--- src/rtl/player_motion_ctl.sv ---
// Per-frame motion controller for one player sprite: walking with clamping, jump with gravity, landing lockout.
// Latency: position/state update on the clock edge where vblnk rises; new values visible one cycle later.
// No backpressure: button inputs are level-sampled once per frame tick; outputs hold between ticks.
module player_motion_ctl #(
  parameter int X_INIT   = 30,
  parameter int Y_GROUND = 550,
  parameter int X_MIN    = 0,
  parameter int X_MAX    = 894,
  parameter int Y_MIN    = 0,
  parameter int SPEED    = 4,
  parameter int JUMP_V0  = 16,
  parameter int GRAVITY  = 1
) (
  input  logic        clk,
  input  logic        rst,
  input  logic        vblnk,
  input  logic        enable,
  input  logic        move_left,
  input  logic        move_right,
  input  logic        jump,
  output logic [10:0] xpos,
  output logic [10:0] ypos,
  output logic        facing_left,
  output logic [1:0]  state,
  output logic        airborne
);

  typedef enum logic [1:0] {
    ST_IDLE = 2'd0,
    ST_WALK = 2'd1,
    ST_AIR  = 2'd2,
    ST_LAND = 2'd3
  } st_t;

  // 12-bit views of the bounds so clamping arithmetic can never wrap
  localparam logic [11:0]        X_MIN_W = 12'(X_MIN);
  localparam logic [11:0]        X_MAX_W = 12'(X_MAX);
  localparam logic [11:0]        SPEED_W = 12'(SPEED);
  localparam logic signed [11:0] Y_GND_S = 12'(Y_GROUND);
  localparam logic signed [11:0] Y_MIN_S = 12'(Y_MIN);
  localparam logic signed [5:0]  V0_S    = 6'(JUMP_V0);
  localparam logic signed [5:0]  GRAV_S  = 6'(GRAVITY);

  st_t               cur_st, nxt_st;
  logic              vblnk_q;
  logic              tick;
  logic              go_left, go_right, h_any;
  logic [10:0]       x_nxt, y_nxt;
  logic signed [5:0] vy, vy_nxt;
  logic              face_nxt;
  logic signed [11:0] ny;

  // One tick per vblnk rising edge; vblnk_q resets high so reset release never fakes an edge
  assign tick = vblnk & ~vblnk_q;

  // Conflicting or absent buttons mean no horizontal request; a disabled player never walks
  assign go_left  = enable & move_left & ~move_right;
  assign go_right = enable & move_right & ~move_left;
  assign h_any    = go_left | go_right;

  // Candidate next y while airborne (positive vy moves the sprite up the screen)
  assign ny = $signed({1'b0, ypos}) - $signed({{6{vy[5]}}, vy});

  assign state    = cur_st;
  assign airborne = (cur_st == ST_AIR);

  // Edge detector register for the frame tick
  always_ff @(posedge clk) begin
    if (!rst) vblnk_q <= 1'b1;
    else      vblnk_q <= vblnk;
  end

  // Next-state and next-datapath values; everything holds unless this is a tick cycle
  always_comb begin
    nxt_st   = cur_st;
    x_nxt    = xpos;
    y_nxt    = ypos;
    vy_nxt   = vy;
    face_nxt = facing_left;

    if (tick) begin
      // Horizontal walk works in every vertical state, including mid-air and landing
      if (go_left) begin
        x_nxt    = ({1'b0, xpos} < X_MIN_W + SPEED_W) ? 11'(X_MIN) : xpos - 11'(SPEED);
        face_nxt = 1'b1;
      end else if (go_right) begin
        x_nxt    = ({1'b0, xpos} + SPEED_W > X_MAX_W) ? 11'(X_MAX) : xpos + 11'(SPEED);
        face_nxt = 1'b0;
      end

      case (cur_st)
        ST_IDLE, ST_WALK: begin
          if (enable && jump) begin
            nxt_st = ST_AIR;
            vy_nxt = V0_S;
          end else begin
            nxt_st = h_any ? ST_WALK : ST_IDLE;
          end
        end
        ST_AIR: begin
          // Gravity keeps acting even if control is withdrawn mid-jump
          if (ny >= Y_GND_S) begin
            y_nxt  = 11'(Y_GROUND);
            vy_nxt = '0;
            nxt_st = ST_LAND;
          end else if (ny < Y_MIN_S) begin
            y_nxt  = 11'(Y_MIN);
            vy_nxt = '0;
          end else begin
            y_nxt  = ny[10:0];
            vy_nxt = vy - GRAV_S;
          end
        end
        ST_LAND: begin
          // Jump deliberately ignored here: one frame lockout after touchdown
          nxt_st = h_any ? ST_WALK : ST_IDLE;
        end
        default: nxt_st = ST_IDLE;
      endcase
    end
  end

  // Vertical FSM state register
  always_ff @(posedge clk) begin
    if (!rst) cur_st <= ST_IDLE;
    else      cur_st <= nxt_st;
  end

  // Position, velocity and facing registers
  always_ff @(posedge clk) begin
    if (!rst) begin
      xpos        <= 11'(X_INIT);
      ypos        <= 11'(Y_GROUND);
      vy          <= '0;
      facing_left <= 1'b0;
    end else begin
      xpos        <= x_nxt;
      ypos        <= y_nxt;
      vy          <= vy_nxt;
      facing_left <= face_nxt;
    end
  end

endmodule

--- config.mk ---
export PLATFORM = sky130hd
export DESIGN_NAME = player_motion_ctl
export DESIGN_NICKNAME = d
export VERILOG_FILES = /design/src/rtl/player_motion_ctl.sv
export SDC_FILE = /design/constraint.sdc
export NUM_CORES = 1
export LEC_CHECK = 0
export CAP_MARGIN = 20
export CORE_ASPECT_RATIO = 0.9
export CORE_MARGIN = 4
export CORE_UTILIZATION = 59
export CTS_CLUSTER_DIAMETER = 100
export DETAILED_ROUTE_END_ITERATION = 6
export MAX_ROUTING_LAYER = met4
export PLACE_DENSITY = 0.85
export SKIP_CTS_REPAIR_TIMING = 1
export SLEW_MARGIN = 20
export SYNTH_ARGS = -nofsm -noshare
export SYNTH_HDL_FRONTEND = slang
export SYNTH_SLANG_ARGS = --single-unit
--- constraint.sdc ---
create_clock -name clk -period 5.4 [get_ports clk]
set_input_delay 1.35 -clock clk [delete_from_list [all_inputs] [get_ports clk]]
set_output_delay 1.35 -clock clk [all_outputs]
set_load 0.05 [all_outputs]
==> results.tsv <==
stage	metric	value	unit
synth	Syn Std Cell Area	2420	µm²
worst_setup_path	kind of start point of the critical path	input pin	
routing	drt total wl	6080	µm
synth	Post-synth EDFFs	0	
min_path	class of the worst hold path	flip-flop to flip-flop	
routing	Routed Antenna Nets	0	
layout	Inserted Diodes	0	
power_and_ir_drop	Pwr Density	161	nW/µm²
routing	DR DRC count	0	
worst_setup_path	critical path's largest stage delay	800	ps
worst_setup_path	critical path peak fanout	14	
worst_setup_path	critical path, cell by cell	clkdlybuf4s50_1 > nor2b_1 > nand2_1 > nor4_4 > a32oi_1 > nor2_1	
die	I/O Pins	33	
clock_tree	Root Driver	clkbuf_8	
synth	post-synth net total	338	
sta	final setup vio count	0	
outcome	status	finished, final reports clean	
layout	P&R area growth vs syn	14.5	%
worst_setup_path	Worst Path Buf+Inv	1	
routing	1st-iter DRT viols	298	
layout	share of cells above drive strength 1	6.27	%
routing	vias per inst	6.38	
synth	ys flop type	dfxtp_1	
synth	synth unique cells	64	
die	Starting Density	63.0	%
layout	Nets	358	
synth	post-synthesis sequential area ratio	25.7	%
clock_tree	clk sinks	31	
synth	top cells by area, synth	dfxtp_1 (26%), ha_1 (7.2%), a21oi_1 (6.2%)	
sta	setup TNS	0	ps
place	Buffers on Ports	31	
sta	Final Critical Period	3590	ps
sta	final hold vios	0	
worst_setup_path	CP required	5610	ps
synth	Yosys top cell area share	25.7	%
synth	Syn Area/Cell	7.65	µm²
place	dpl hpwl	4480	µm
clock_tree	H-tree levels	2	
power_and_ir_drop	Peak VDD IR	106	µV
clock_tree	CTS tree	done	
synth	area leader, netlist	dfxtp_1	
routing	Avg WL per Cell	16.0	µm
grt	largest net degree at the start of global routing	23	
worst_setup_path	arrival time at the worst endpoint	3800	ps
sta	max_slew headroom	50.3	%
sta	Slew Viols, Final	0	
sta	RSZ-0062 raised after global routing	no	
synth	ys async rst share	0	%
worst_setup_path	slowest stage cell, crit path	nor4_4	
clock_tree	CTS Buf Count	5	
routing	vias	2431	
worst_setup_path	critical path's top delay family	simple AND/OR/NAND/NOR gates	
place	Place WS	1620	ps
sta	fin crit share	66.5	%
worst_setup_path	Worst Setup Path Type	input pin to flip-flop	
die	Die X	75.5	µm
worst_setup_path	Crit. End Element	flip-flop	
die	Site Rows	21	
grt	initial antenna violation count	0	
die	DIE AREA	5190	µm²
layout	Fill cells	319	
sta	Worst-Margin Slew	740	ps
power_and_ir_drop	Static Leak	0.00102	µW
die	core box area	3840	µm²
synth	number of synthesized register bits	31	
clock_tree	clock-pin slew on the worst setup and hold paths	60	ps
synth	Syn. warnings	0	
flow_run	maxcap violations	0	
power_and_ir_drop	Final Power	444	µW
routing	Pre-antenna DRT Iters	5	
die	Chip Height	68.7	µm
clock_tree	Skew-Pair Late Insertion Delay	280	ps
grt	grt ovf	0	
sta	final hold slack	465	ps
sta	fmax	279	MHz
clock_tree	clk buf depth	2	
grt	first-pass GRT wire length	10300	µm
place	Final GP Congestion	0.926	
grt	Overall Global Routing Usage	25.9	%
grt	vias in the first global route	2225	
synth	Mapped Cells	316	
sta	clk_skew	3.94	ps
sta	final worst slack	1810	ps
-- cells in the mapped netlist, drive strengths merged, types with 6 or more instances --
cell,number
a21oi,32
nand2b,6
nand2,30
ha,14
nor3,9
o21ai,24
clkbuf,13
a32oi,6
nor2,31
xnor2,8
inv,15
nand3,15
dfxtp,31
-- layout make-up --
type	count	area, µm²	area share [%]
Sequential cell	31	621	22.4
Timing Repair Buffer	31	310	11.2
Tap cell	46	57.6	2.08
Multi-Input combinational cell	252	1650	59.6
Clock buffer	6	72.6	2.62
Inverter	15	56.3	2.03
-- cells in the final DEF (no fill, tap or decap), types with 6 or more instances in the layout --
master / count
dfxtp_1: 31
clkdlybuf4s50_1: 31
nand2_1: 30
a21oi_1: 30
nor2_1: 30
o21ai_0: 20
inv_1: 15
nand3_1: 14
ha_1: 14
nor3_1: 9
xnor2_1: 8
nand2b_1: 6
a32oi_1: 6
-- cells by family (layout without fill, tap and decap cells) --
kind of cell	Yosys count	in the layout	share of synthesized area (%)
simple gates	125	125	26.8
buf+inv	33	52	6.06
xor+xnor	11	11	3.99
compound gates	100	100	29.3
other cells	1	1	0.155
flops	31	31	25.7
fa+ha+maj	15	15	8.07
-- registers in the layout (all words and copies together), names as in the netlist --
register	count
facing_left	1
state	2
vblnk_q	1
vy	6
xpos	10
ypos	11
-- stage by stage --
stage / std cells / util (%) / instance area, µm²
finish: 381 / 72.1 / 2770
global placement: 375 / 70.3 / 2700
global route: 381 / 72.1 / 2770
floorplan: 316 / - / 2420
detailed placement: 375 / 70.3 / 2700
CTS: 381 / 72.1 / 2770
-- path summary, 6_finish.rpt --
check              start          end  slack (ps)  cells past startpoint
min reg2reg  facing_left  facing_left         470                      2
max reg2reg        vy[5]      ypos[4]        2180                      9
max                vblnk      ypos[4]        1810                      6
min          facing_left  facing_left         470                      2
-- report_power, final --
group / total, µW / switching [µW] / internal (µW)
logic: 44.7 / 28.8 / 15.9
clock network: 165 / 79.7 / 85.7
registers: 234 / 3.35 / 231
-- metal layers --
layer  up-vias  track usage, %  routed length, µm
met5         -               -                  0
met4         0            6.99                 53
met3         7            3.91                439
met2       105            38.3               2620
met1      1118            36.9               2970
li1       1201               -                  -
-- worst register-to-register path, stage by stage, from the launching register on --
cell      delay [ps]
dfxtp_1          420
inv_1            200
ha_1             540
o211ai_1         200
o21ai_2          200
nor4b_1          380
nor2_2           160
nor4_4           700
a32oi_1          210
nor2_1           130
(Power assumes the default switching activity.)
